**config.mk**
```make
export PLATFORM = sky130hd
export DESIGN_NAME = sram_dual_arb_flat
export DESIGN_NICKNAME = d
export VERILOG_FILES = /design/src/rtl/sram_dual_arb_if.sv /design/src/rtl/sram_dual_arb.sv /design/src/flat_wrapper.sv
export SDC_FILE = /design/constraint.sdc
export NUM_CORES = 1
export LEC_CHECK = 0
export CAP_MARGIN = 20
export CORE_MARGIN = 5
export CORE_UTILIZATION = 34
export CTS_CLUSTER_DIAMETER = 50
export DETAILED_ROUTE_END_ITERATION = 8
export PLACE_DENSITY = 0.88
export SLEW_MARGIN = 20
export SYNTH_ARGS = -nofsm -noshare
export SYNTH_HDL_FRONTEND = slang
export SYNTH_SLANG_ARGS = --single-unit
```
**constraint.sdc**
```tcl
create_clock -name hclk -period 2.25 [get_ports hclk]
set_input_delay 0.5625 -clock hclk [delete_from_list [all_inputs] [get_ports hclk]]
set_output_delay 0.5625 -clock hclk [all_outputs]
set_load 0.01 [all_outputs]
```
**src/rtl/sram_dual_arb_if.sv**
```systemverilog
// Requester-side bundle for the dual-port SRAM arbiter: A and B command/response.
// Master = requesters (AHB slave side, DMA/BIST), slave = arbiter.
// Commands held until gnt; responses are unconditional pulses.
interface sram_dual_arb_if #(
    parameter int AW = 16
);
    logic          a_req;
    logic          a_we;
    logic [AW-1:0] a_addr;
    logic [1:0]    a_size;
    logic [31:0]   a_wdata;
    logic          a_gnt;
    logic          a_rvalid;
    logic          a_err;
    logic [31:0]   a_rdata;

    logic          b_req;
    logic          b_we;
    logic [AW-1:0] b_addr;
    logic [1:0]    b_size;
    logic [31:0]   b_wdata;
    logic          b_gnt;
    logic          b_rvalid;
    logic          b_err;
    logic [31:0]   b_rdata;

    modport master (
        output a_req, a_we, a_addr, a_size, a_wdata,
        output b_req, b_we, b_addr, b_size, b_wdata,
        input  a_gnt, a_rvalid, a_err, a_rdata,
        input  b_gnt, b_rvalid, b_err, b_rdata
    );

    modport slave (
        input  a_req, a_we, a_addr, a_size, a_wdata,
        input  b_req, b_we, b_addr, b_size, b_wdata,
        output a_gnt, a_rvalid, a_err, a_rdata,
        output b_gnt, b_rvalid, b_err, b_rdata
    );
endinterface

```
**src/rtl/sram_dual_arb.sv**
```systemverilog
// Two-requester arbiter/sequencer for the 2-bank x 4-lane SRAM array.
// Latency: gnt same cycle, SRAM command at +1, rvalid/rdata at +2.
// Backpressure: requester holds req until gnt; one grant per cycle, no bubbles.
module sram_dual_arb #(
    parameter int FIXED_PRIO = 0,
    parameter int AW         = 16
) (
    input  logic          hclk,
    input  logic          hresetn,
    sram_dual_arb_if.slave bus,
    output logic [AW-4:0] sram_addr,
    output logic [31:0]   sram_wdata,
    output logic          sram_we,
    output logic [3:0]    bank0_cs,
    output logic [3:0]    bank1_cs,
    input  logic [7:0]    sram_b0,
    input  logic [7:0]    sram_b1,
    input  logic [7:0]    sram_b2,
    input  logic [7:0]    sram_b3,
    input  logic [7:0]    sram_b4,
    input  logic [7:0]    sram_b5,
    input  logic [7:0]    sram_b6,
    input  logic [7:0]    sram_b7
);

    logic          prefer_a;
    logic          a_win;
    logic          gnt_any;
    logic          sel_b;
    logic          cmd_we;
    logic [AW-1:0] cmd_addr;
    logic [1:0]    cmd_size;
    logic [31:0]   cmd_wdata;
    logic          cmd_err;
    logic [3:0]    cmd_mask;

    logic          s1_vld, s1_id, s1_rd, s1_bank, s1_err;
    logic [3:0]    s1_mask;
    logic          s2_vld, s2_id, s2_rd, s2_bank, s2_err;
    logic [3:0]    s2_mask;

    logic [31:0]   rd_word;
    logic [31:0]   resp_data;

    // Grants are forced low while reset is asserted so nothing is accepted into a dead pipe.
    always_comb begin
        a_win     = bus.a_req && (!bus.b_req || (FIXED_PRIO != 0) || prefer_a);
        bus.a_gnt = hresetn && a_win;
        bus.b_gnt = hresetn && bus.b_req && !a_win;
        sel_b     = bus.b_gnt;
        gnt_any   = bus.a_gnt || bus.b_gnt;
        cmd_we    = sel_b ? bus.b_we    : bus.a_we;
        cmd_addr  = sel_b ? bus.b_addr  : bus.a_addr;
        cmd_size  = sel_b ? bus.b_size  : bus.a_size;
        cmd_wdata = sel_b ? bus.b_wdata : bus.a_wdata;
    end

    // Lane mask from size/offset; illegal commands get an empty mask.
    always_comb begin
        cmd_err  = 1'b0;
        cmd_mask = 4'b0000;
        case (cmd_size)
            2'b00: cmd_mask = 4'b0001 << cmd_addr[1:0];
            2'b01: begin
                if (cmd_addr[0]) cmd_err  = 1'b1;
                else             cmd_mask = cmd_addr[1] ? 4'b1100 : 4'b0011;
            end
            2'b10: begin
                if (cmd_addr[1:0] != 2'b00) cmd_err  = 1'b1;
                else                        cmd_mask = 4'b1111;
            end
            default: cmd_err = 1'b1;
        endcase
    end

    always_ff @(posedge hclk or negedge hresetn) begin
        if (!hresetn) begin
            prefer_a <= 1'b1;
        end else if (gnt_any) begin
            prefer_a <= sel_b;
        end
    end

    always_ff @(posedge hclk or negedge hresetn) begin
        if (!hresetn) begin
            s1_vld     <= 1'b0;
            s1_id      <= 1'b0;
            s1_rd      <= 1'b0;
            s1_bank    <= 1'b0;
            s1_err     <= 1'b0;
            s1_mask    <= 4'b0000;
            sram_addr  <= '0;
            sram_wdata <= '0;
            sram_we    <= 1'b0;
            bank0_cs   <= 4'b0000;
            bank1_cs   <= 4'b0000;
        end else begin
            s1_vld   <= gnt_any;
            sram_we  <= gnt_any && cmd_we;
            bank0_cs <= (gnt_any && !cmd_addr[AW-1]) ? cmd_mask : 4'b0000;
            bank1_cs <= (gnt_any &&  cmd_addr[AW-1]) ? cmd_mask : 4'b0000;
            if (gnt_any) begin
                sram_addr  <= cmd_addr[AW-2:2];
                sram_wdata <= cmd_wdata;
                s1_id      <= sel_b;
                s1_rd      <= !cmd_we;
                s1_bank    <= cmd_addr[AW-1];
                s1_err     <= cmd_err;
                s1_mask    <= cmd_mask;
            end
        end
    end

    always_ff @(posedge hclk or negedge hresetn) begin
        if (!hresetn) begin
            s2_vld  <= 1'b0;
            s2_id   <= 1'b0;
            s2_rd   <= 1'b0;
            s2_bank <= 1'b0;
            s2_err  <= 1'b0;
            s2_mask <= 4'b0000;
        end else begin
            s2_vld  <= s1_vld;
            s2_id   <= s1_id;
            s2_rd   <= s1_rd;
            s2_bank <= s1_bank;
            s2_err  <= s1_err;
            s2_mask <= s1_mask;
        end
    end

    // Macro outputs are valid in S2; only the lanes this command selected are passed.
    always_comb begin
        rd_word   = s2_bank ? {sram_b7, sram_b6, sram_b5, sram_b4}
                            : {sram_b3, sram_b2, sram_b1, sram_b0};
        resp_data = 32'h0;
        if (s2_rd && !s2_err) begin
            for (int l = 0; l < 4; l++) begin
                if (s2_mask[l]) resp_data[8*l +: 8] = rd_word[8*l +: 8];
            end
        end
        bus.a_rvalid = s2_vld && !s2_id;
        bus.b_rvalid = s2_vld &&  s2_id;
        bus.a_err    = bus.a_rvalid && s2_err;
        bus.b_err    = bus.b_rvalid && s2_err;
        bus.a_rdata  = bus.a_rvalid ? resp_data : 32'h0;
        bus.b_rdata  = bus.b_rvalid ? resp_data : 32'h0;
    end

endmodule

```
**src/flat_wrapper.sv**
```systemverilog
// flat-port wrapper written by rule: the top's interface ports become plain ports
module sram_dual_arb_flat 
#(
    parameter int FIXED_PRIO = 0,
    parameter int AW         = 16
)
  (hclk, hresetn, sram_addr, sram_wdata, sram_we, bank0_cs, bank1_cs, sram_b0, sram_b1, sram_b2, sram_b3, sram_b4, sram_b5, sram_b6, sram_b7, bus_a_req, bus_a_we, bus_a_addr, bus_a_size, bus_a_wdata, bus_b_req, bus_b_we, bus_b_addr, bus_b_size, bus_b_wdata, bus_a_gnt, bus_a_rvalid, bus_a_err, bus_a_rdata, bus_b_gnt, bus_b_rvalid, bus_b_err, bus_b_rdata);
  sram_dual_arb_if #(.AW(AW)) bus_i ();
  input  logic hclk;
  input  logic hresetn;
  output logic [AW-4:0] sram_addr;
  output logic [31:0] sram_wdata;
  output logic sram_we;
  output logic [3:0] bank0_cs;
  output logic [3:0] bank1_cs;
  input  logic [7:0] sram_b0;
  input  logic [7:0] sram_b1;
  input  logic [7:0] sram_b2;
  input  logic [7:0] sram_b3;
  input  logic [7:0] sram_b4;
  input  logic [7:0] sram_b5;
  input  logic [7:0] sram_b6;
  input  logic [7:0] sram_b7;
  input wire logic [$bits(bus_i.a_req)-1:0] bus_a_req;
  input wire logic [$bits(bus_i.a_we)-1:0] bus_a_we;
  input wire logic [$bits(bus_i.a_addr)-1:0] bus_a_addr;
  input wire logic [$bits(bus_i.a_size)-1:0] bus_a_size;
  input wire logic [$bits(bus_i.a_wdata)-1:0] bus_a_wdata;
  input wire logic [$bits(bus_i.b_req)-1:0] bus_b_req;
  input wire logic [$bits(bus_i.b_we)-1:0] bus_b_we;
  input wire logic [$bits(bus_i.b_addr)-1:0] bus_b_addr;
  input wire logic [$bits(bus_i.b_size)-1:0] bus_b_size;
  input wire logic [$bits(bus_i.b_wdata)-1:0] bus_b_wdata;
  output wire logic [$bits(bus_i.a_gnt)-1:0] bus_a_gnt;
  output wire logic [$bits(bus_i.a_rvalid)-1:0] bus_a_rvalid;
  output wire logic [$bits(bus_i.a_err)-1:0] bus_a_err;
  output wire logic [$bits(bus_i.a_rdata)-1:0] bus_a_rdata;
  output wire logic [$bits(bus_i.b_gnt)-1:0] bus_b_gnt;
  output wire logic [$bits(bus_i.b_rvalid)-1:0] bus_b_rvalid;
  output wire logic [$bits(bus_i.b_err)-1:0] bus_b_err;
  output wire logic [$bits(bus_i.b_rdata)-1:0] bus_b_rdata;
  assign bus_i.a_req = bus_a_req;
  assign bus_i.a_we = bus_a_we;
  assign bus_i.a_addr = bus_a_addr;
  assign bus_i.a_size = bus_a_size;
  assign bus_i.a_wdata = bus_a_wdata;
  assign bus_i.b_req = bus_b_req;
  assign bus_i.b_we = bus_b_we;
  assign bus_i.b_addr = bus_b_addr;
  assign bus_i.b_size = bus_b_size;
  assign bus_i.b_wdata = bus_b_wdata;
  assign bus_a_gnt = bus_i.a_gnt;
  assign bus_a_rvalid = bus_i.a_rvalid;
  assign bus_a_err = bus_i.a_err;
  assign bus_a_rdata = bus_i.a_rdata;
  assign bus_b_gnt = bus_i.b_gnt;
  assign bus_b_rvalid = bus_i.b_rvalid;
  assign bus_b_err = bus_i.b_err;
  assign bus_b_rdata = bus_i.b_rdata;
  sram_dual_arb #(.FIXED_PRIO(FIXED_PRIO), .AW(AW)) u_core (.hclk(hclk), .hresetn(hresetn), .bus(bus_i), .sram_addr(sram_addr), .sram_wdata(sram_wdata), .sram_we(sram_we), .bank0_cs(bank0_cs), .bank1_cs(bank1_cs), .sram_b0(sram_b0), .sram_b1(sram_b1), .sram_b2(sram_b2), .sram_b3(sram_b3), .sram_b4(sram_b4), .sram_b5(sram_b5), .sram_b6(sram_b6), .sram_b7(sram_b7));
endmodule
```
==> out/summary.log, run 1 <==
qor: run_status.status finished, final reports clean
qor: layout.layout.core_utilization 0.661
qor: sta.maxClockFrequency 447 MHz
qor: sta.totalNegativeSetupSlack 0 ps
qor: cts.clock_tree.root_cell clkbuf_8
qor: logic_synthesis.syn-mean-instance-area 9.16 um2
qor: sta.worst_slew_pin_slew 694 ps
qor: logic_synthesis.seq_area_frac_synth 0.482
qor: layout.area_growth_syn_to_layout 89.8%
qor: cts.clock_pin_slew_worst_setup_and_hold_paths 70 ps
qor: critical_path.worst_ep_arrival_time 1680 ps
qor: floorplan.fp.dieH 116 um
qor: logic_synthesis.post_synth_inst_count 414
qor: route.routed_wirelength 15200 um
qor: power_and_ir_drop.power.density 556 mW/mm2
qor: logic_synthesis.ys_top_cells_by_area dfrtp_1, nand2_1, mux2i_1, a22oi_1, nor2_1
qor: sta.setup_viol_count_final 0
qor: power_and_ir_drop.total_leakage_power 3.43 nW
qor: route.avgViaCountPerCell 4.94
qor: sta.report.final.slew_viol_count 0
qor: route.detail_route.first_pass.iterations 5
qor: logic_synthesis.synth-edff-count 0
qor: layout.drive_gt1_frac 0.227
qor: sta.whs 273 ps
qor: route.drt_iter0_drc 181
qor: global_routing.grt.met3_usage 0.0590
qor: route.wire_per_inst 17.5 um
qor: placement.placement.io_buffers 293
qor: cts.numClockSinks 73
qor: cts.cts-buffers-inserted 9
qor: logic_synthesis.synth-seq-cells 73
qor: global_routing.gr-max-usage-layer met2
qor: job.drv.max_cap_violation_count 0
qor: cts.tritoncts yes
qor: critical_path.crit_path_max_fanout 8
qor: layout.final_net_count 894
qor: power_and_ir_drop.clock_power_share 0.277
qor: global_routing.vias_in_the_first_global_route 4585
qor: placement.half_perimeter_wire_length_of_the_detailed_placement_result 12000 um
qor: floorplan.ios 294
qor: floorplan.start_util 0.348
qor: sta.post-route-period-util 0.995
qor: global_routing.globalRoute.totalOverflow 0
qor: floorplan.area_of_the_die 0.0134 mm2
qor: route.drt.antenna.violating_nets 0
qor: cts.cts_hold_repair.buffers 0
qor: layout.area.sequential 0.00183 mm2
qor: logic_synthesis.yosys_warnings 0
qor: sta.rsz_0062_raised_after_global_routing true
qor: logic_synthesis.synth.top_cell.area_share 0.475
qor: global_routing.grt_util_met1 0.228
qor: worst_hold_path.hold_path_class in -> async
qor: floorplan.core.rowCount 38
qor: critical_path.worst-setup-path-type reg -> out
qor: placement.dp_worst_setup_slack -385 ps
qor: logic_synthesis.synthTopCellsByCount nand2_1, dfrtp_1, nor2_1
qor: sta.timing.max_slew.rel_slack 0.537
qor: sta.finalWorstPathRequiredPeriod 2240 ps
qor: logic_synthesis.netlist-cell-type-count 43
qor: global_routing.grt_usage 0.218
qor: cts.h_tree_level_count 3
qor: sta.setup_slack 11.0 ps
qor: logic_synthesis.syn_nets 584
qor: route.remaining_drc_errors 0
qor: power_and_ir_drop.power.internal 2.88 mW
qor: floorplan.die_x 116 um
qor: placement.gpl.final_weighted_congestion 0.906
qor: power_and_ir_drop.seq_power_share 0.401
qor: cts.worst_skew_pair.late_latency 340 ps
qor: power_and_ir_drop.power.switching 1.12 mW
qor: global_routing.global_route_wire_length_before_repair 22900 um
qor: logic_synthesis.synth_ff_type dfrtp_1
qor: sta.timing.final.hold_violations 0
qor: logic_synthesis.synth_largest_area_cell dfrtp_1
qor: power_and_ir_drop.ir_drop 342 uV
qor: power_and_ir_drop.total_power 4.00 mW
qor: global_routing.antenna_violations_before_repair 1
qor: layout.n_fill_cell 841
qor: global_routing.largest_net_degree_at_the_start_of_global_routing 66
qor: global_routing.met2_capacity_usage_during_global_routing 0.410
qor: sta.clock-skew-final 9.35 ps
qor: route.detailroute.via_count 4296
qor: logic_synthesis.netlist_area 0.00379 mm2
qor: floorplan.design.core.area 0.0109 mm2
qor: critical_path.cp-end-kind primary output
qor: cts.clk_buf_depth 2
qor: logic_synthesis.postSynth.asyncResetShare 1.00
qor: layout.multiInputGateArea 0.00199 mm2
qor: critical_path.required 1690 ps
qor: critical_path.critical_path.startpoint_type flop
qor: power_and_ir_drop.net_sw_frac 0.280
qor: logic_synthesis.yosys.cell_count.top_type nand2_1
qor: power_and_ir_drop.share_of_power_burned_in_combinational_logic 0.322
-- path summary, 6_finish.rpt --
kind / from / to / slack, ps / depth (start not counted)
worst max-delay path: u_core.s2_id / bus_a_rdata[14] / 10 / 6
worst min-delay path: hresetn / u_core.bank0_cs[3] / 270 / 2
worst max register to register: u_core.prefer_a / u_core.s1_mask[0] / 400 / 7
worst min register to register: u_core.s1_vld / u_core.s2_vld / 360 / 0
max in group asynchronous: hresetn / u_core.sram_addr[2] / 1520 / 2
min in group hclk: u_core.s1_vld / u_core.s2_vld / 360 / 0
-- per-stage QoR --
| step | area (um2) | std cells |
|---|---|---|
| 3_3_place_gp | 6990 | 846 |
| 5_1_grt | 7200 | 869 |
| 3_5_place_dp | 6990 | 846 |
| 2_1_floorplan | 3790 | 414 |
| 4_1_cts | 7140 | 865 |
| 6_report | 7200 | 869 |
-- metal layers --
metal	up-vias	share of wire	wire, um
li1	2024	-	-
met1	2030	0.36	5440
met2	215	0.52	7910
met3	27	0.093	1420
met4	0	0.030	462
met5	-	0	0
-- power by group through the flow --
stage | registers, mW | logic (mW) | clock network [mW]
global route | 1.62 | 1.39 | 1.19
global placement | 1.60 | 1.22 | 0
detailed placement | 1.60 | 1.26 | 0
CTS | 1.60 | 1.28 | 1.14
finish | 1.60 | 1.29 | 1.11
floorplan | 1.65 | 0.419 | 0
-- state kept, by name (all words and copies together), names as in the netlist, 4 cells and up --
name and flops:
u_core.sram_wdata 32, u_core.bank0_cs 4, u_core.s2_mask 4, u_core.sram_addr 13, u_core.s1_mask 4, u_core.bank1_cs 4
-- layout make-up --
type,instances,area share
multi-input cells,309,0.277
repair buffers,325,0.411
inverters,6,0.00348
flip-flops and latches,73,0.254
clock buffers,12,0.0202
well taps,140,0.0243
diodes,1,0.000348
clock inverters,3,0.00904
-- repair_timing --
action | CTS | global route
endpoints found under the hold margin | 0 | 0
buffers inserted | 4 | 3
setup endpoints to repair | 67 | 67
pin swaps | 5 | 7
gates resized for setup | 203 | 102
-- placed cells by master (no fill, tap or decap), types with 4 or more instances in the layout --
| cell | count |
|---|---|
| clkdlybuf4s50_1 | 222 |
| nand2_1 | 101 |
| dfrtp_1 | 71 |
| nor2_1 | 45 |
| a22oi_1 | 45 |
| mux2i_1 | 33 |
| buf_4 | 29 |
| buf_2 | 27 |
| clkbuf_2 | 27 |
| nor2_2 | 14 |
| buf_6 | 12 |
| clkbuf_8 | 10 |
| nor2_4 | 8 |
| o21ai_0 | 6 |
| nor3_1 | 5 |
| nand2_4 | 5 |
| inv_1 | 4 |
-- kinds of logic (layout without fill, tap and decap cells) --
logic type / count (synthesis) / count (layout) / synth area share
muxes: 38 / 38 / 0.106
AOI/OAI and AO/OA: 70 / 70 / 0.139
DFF: 73 / 73 / 0.482
other: 0 / 1 / 0
and+or+nand+nor: 199 / 199 / 0.223
xor gates and xnor gates: 2 / 2 / 0.00462
buffers and inverters: 32 / 346 / 0.0452
-- critical path, cell delays in order, from the launching register on --
cell and delay, ps:
dfrtp_1 400, nor2b_1 150, and3b_2 270, buf_6 160
nand2_8 90, nor2_2 150, buf_6 120
(Power assumes the default switching activity.)
==> run 2, diff against run 1 <==
- CORE_ASPECT_RATIO: not set -> 0.7
==> run 2 against run 1 <==
  * The run now ends with negative setup slack left
  * Fmax decreased by 2.2%
  * Clock power increased by 37%
  * Clock-buffer cell count fell by 2
  * Sequential share of layout area fell by 1.3 points
  * Worst setup slack worse by 51 ps
==> out/summary.log, run 2 (synthesized netlist as in run 1, its figures left out) <==
qor: layout.n_antenna_cell 0 [-1]
qor: floorplan.fp.dieH 98.3 um [-15%]
qor: placement.placedCellCount 861 [+1.8%]
qor: sta.setup_viol_count_final 12 [+12]
qor: layout.area_growth_syn_to_layout 99.7%
qor: run_status.status finished, violations left
qor: cts.clock_tree.root_cell clkbuf_16
qor: cts.clock_pin_slew_worst_setup_and_hold_paths 60 ps [about the same]
qor: sta.report.final.slew_viol_count 0 [unchanged]
qor: critical_path.cp-end-kind primary output
qor: critical_path.worst-setup-path-type reg -> out
qor: global_routing.antenna_violations_before_repair 0 [-1]
qor: layout.mostFrequentLayoutCells clkdlybuf4s50_1, nand2_1, dfrtp_1
qor: global_routing.global_route_wire_length_before_repair 24000 um [+4.7%]
qor: critical_path.required 1690 ps [about the same]
qor: floorplan.start_util 0.346 [-0.00262]
qor: placement.place_area 0.00699 mm2 [about the same]
qor: layout.largest_register u_core.sram_wdata
qor: global_routing.grt_usage 0.226 [+0.00863]
qor: power_and_ir_drop.ir_drop 369 uV [+7.7%]
qor: critical_path.r2r.worst_path.cells 6 [-1]
qor: layout.reg_top3 u_core.sram_wdata (32), u_core.sram_addr (13)
qor: floorplan.design.core.area 0.0110 mm2 [+0.76%]
qor: cts.numClockSinks 73 [unchanged]
qor: worst_hold_path.hold_path_class in -> async
qor: layout.most_common_cell_after_layout_fill_and_taps_aside clkdlybuf4s50_1
qor: cts.cts_hold_repair.buffers 0 [unchanged]
qor: placement.dp_worst_setup_slack -403 ps [-18.1 ps]
qor: route.drt.antenna.violating_nets 0 [unchanged]
qor: critical_path.timing.critical_path.cells nor2b_1 -> and3b_2 -> buf_4 -> nand2_4 -> nor2_1 -> clkdlybuf4s15_2
qor: cts.cts-buffers-inserted 9 [unchanged]
qor: sta.post-route-period-util 1.02 [+0.0224]
qor: placement.half_perimeter_wire_length_of_the_detailed_placement_result 12200 um [+1.2%]
qor: power_and_ir_drop.total_leakage_power 3.45 nW [+0.42%]
qor: route.remaining_drc_errors 0 [unchanged]
qor: global_routing.globalRoute.totalOverflow 0 [unchanged]
qor: route.wire_per_inst 17.6 um [+0.15%]
qor: critical_path.critical_path.reg2reg.endpoint u_core.s1_mask[0]
qor: layout.finish.cell_count_without_fillers 891 [+2.5%]
qor: layout.layout.core_utilization 0.690 [+0.0291]
qor: critical_path.reg2reg_from u_core.prefer_a
qor: critical_path.critical_path.startpoint_type flop
qor: sta.maxClockFrequency 437 MHz [-2.2%]
qor: cts.tritoncts yes
qor: sta.setup_slack -39.5 ps [-50.5 ps]
qor: layout.final_net_count 903 [+1.0%]
qor: critical_path.r2r_slack 490 ps [+90 ps]
qor: power_and_ir_drop.power.density 595 mW/mm2 [+7.0%]
qor: power_and_ir_drop.total_power 4.50 mW [+13%]
qor: sta.worst_slew_pin_slew 689 ps [-5.21 ps]
qor: floorplan.area_of_the_die 0.0134 mm2 [+0.25%]
qor: layout.largest_reg_flops 32 [unchanged]
qor: layout.final_cell_area_excluding_filler_cells 0.00757 mm2 [+5.2%]
qor: placement.gpl.final_weighted_congestion 0.812 [-10%]
qor: cts.worst_skew_pair.late_latency 330 ps [about the same]
qor: floorplan.core.rowCount 32 [-16%]
qor: critical_path.worst_ep_arrival_time 1730 ps [+50 ps]
qor: placement.placement.io_buffers 293 [unchanged]
qor: sta.rsz_0062_raised_after_global_routing true
qor: route.routed_wirelength 15600 um [+2.7%]
qor: job.drv.max_cap_violation_count 0 [unchanged]
qor: route.avgViaCountPerCell 4.81 [-2.6%]
qor: sta.clock-skew-final 7.38 ps [-1.98 ps]
qor: global_routing.vias_in_the_first_global_route 4563 [-0.48%]
qor: floorplan.die_x 136 um [+18%]
qor: critical_path.delay_of_the_slowest_cell_on_the_worst_path 400 ps [about the same]
qor: route.drt_iter0_drc 182 [+0.55%]
qor: global_routing.largest_net_degree_at_the_start_of_global_routing 66 [unchanged]
qor: cts.h_tree_level_count 3 [unchanged]
qor: route.detailroute.via_count 4290 [-0.14%]
qor: sta.finalWorstPathRequiredPeriod 2290 ps [+50.5 ps]
qor: critical_path.worst_path_max_delay_cell dfrtp_1
qor: cts.clk_buf_depth 2 [unchanged]
qor: layout.drive_gt1_frac 0.249 [+0.0227]
qor: critical_path.crit_path_max_fanout 8 [unchanged]
qor: sta.timing.max_slew.rel_slack 0.541 [+0.00347]
qor: route.detail_route.first_pass.iterations 4 [-1]
qor: run_status.violations negative setup slack
qor: floorplan.ios 294 [unchanged]
qor: sta.timing.final.hold_violations 0 [unchanged]
[run 2: cell types whose count changed in the layout (fill, tap and decap cells not counted), moves of 4 or more]
cell,previous run,this run
mux2i_1,33,19
buf_2,27,14
clkbuf_8,10,0
clkbuf_16,0,9
clkdlybuf4s15_2,0,9
mux2i_2,1,9
buf_4,29,35
mux2i_4,1,7
clkbuf_2,27,32
nor2_1,45,50
nor2_2,14,9
clkdlybuf4s15_1,0,4
[run 2: area by class of cell]
class	instances	area (um2)
inverters	6	25.0
well taps	153	191
repair buffers	334	3090
clock buffers	10	229
fillers	873	3400
multi-input cells	309	2110
clock inverters	6	90.1
flip-flops and latches	73	1830
[run 2: report_power, final]
part	total (mW)	switching, mW	internal, mW
Clock	1.52	0.541	0.974
Sequential	1.61	0.122	1.49
Combinational	1.38	0.571	0.805
[run 2: stage by stage]
| step | TNS [ps] | hold WS [ps] |
|---|---|---|
| global placement | -7370 | 336 |
| CTS | -614 | 278 |
| finish | -218 | 277 |
| detailed placement | -11310 | 335 |
| floorplan | 0 | 267 |
| global route | -2120 | 298 |
[run 2: critical path, delay by kind of cell, from the launching register on]
family | cells | cell delay (ps)
simple gates | 4 | 620
buf+inv | 2 | 390
flops | 1 | 400
[run 2: metal layers]
metal	up-vias	global-route usage	part of all wire
li1	2050	-	-
met2	188	0.420	0.53
met5	-	0	0
met1	2023	0.247	0.37
met3	29	0.0644	0.075
met4	0	0.0744	0.024
[run 2: worst max-delay path by stage]
stage	startpoint	endpoint	slack, ps	depth (start not counted)
after floorplan	bus_a_req	bus_a_gnt	340	5
after global placement	bus_b_req	bus_a_gnt	-390	6
after detailed placement	bus_b_req	bus_a_gnt	-400	6
after CTS	u_core.s2_id	bus_a_rdata[1]	-100	7
after global routing	u_core.s2_id	bus_a_rdata[20]	-120	6
final	u_core.s2_id	bus_a_rdata[18]	-40	6
[run 2: what timing repair did]
action	CTS	global route
gates resized for setup	178	127
pin swaps	3	10
cloned	1	0
endpoints found under the setup margin	66	68
buffers inserted	9	4
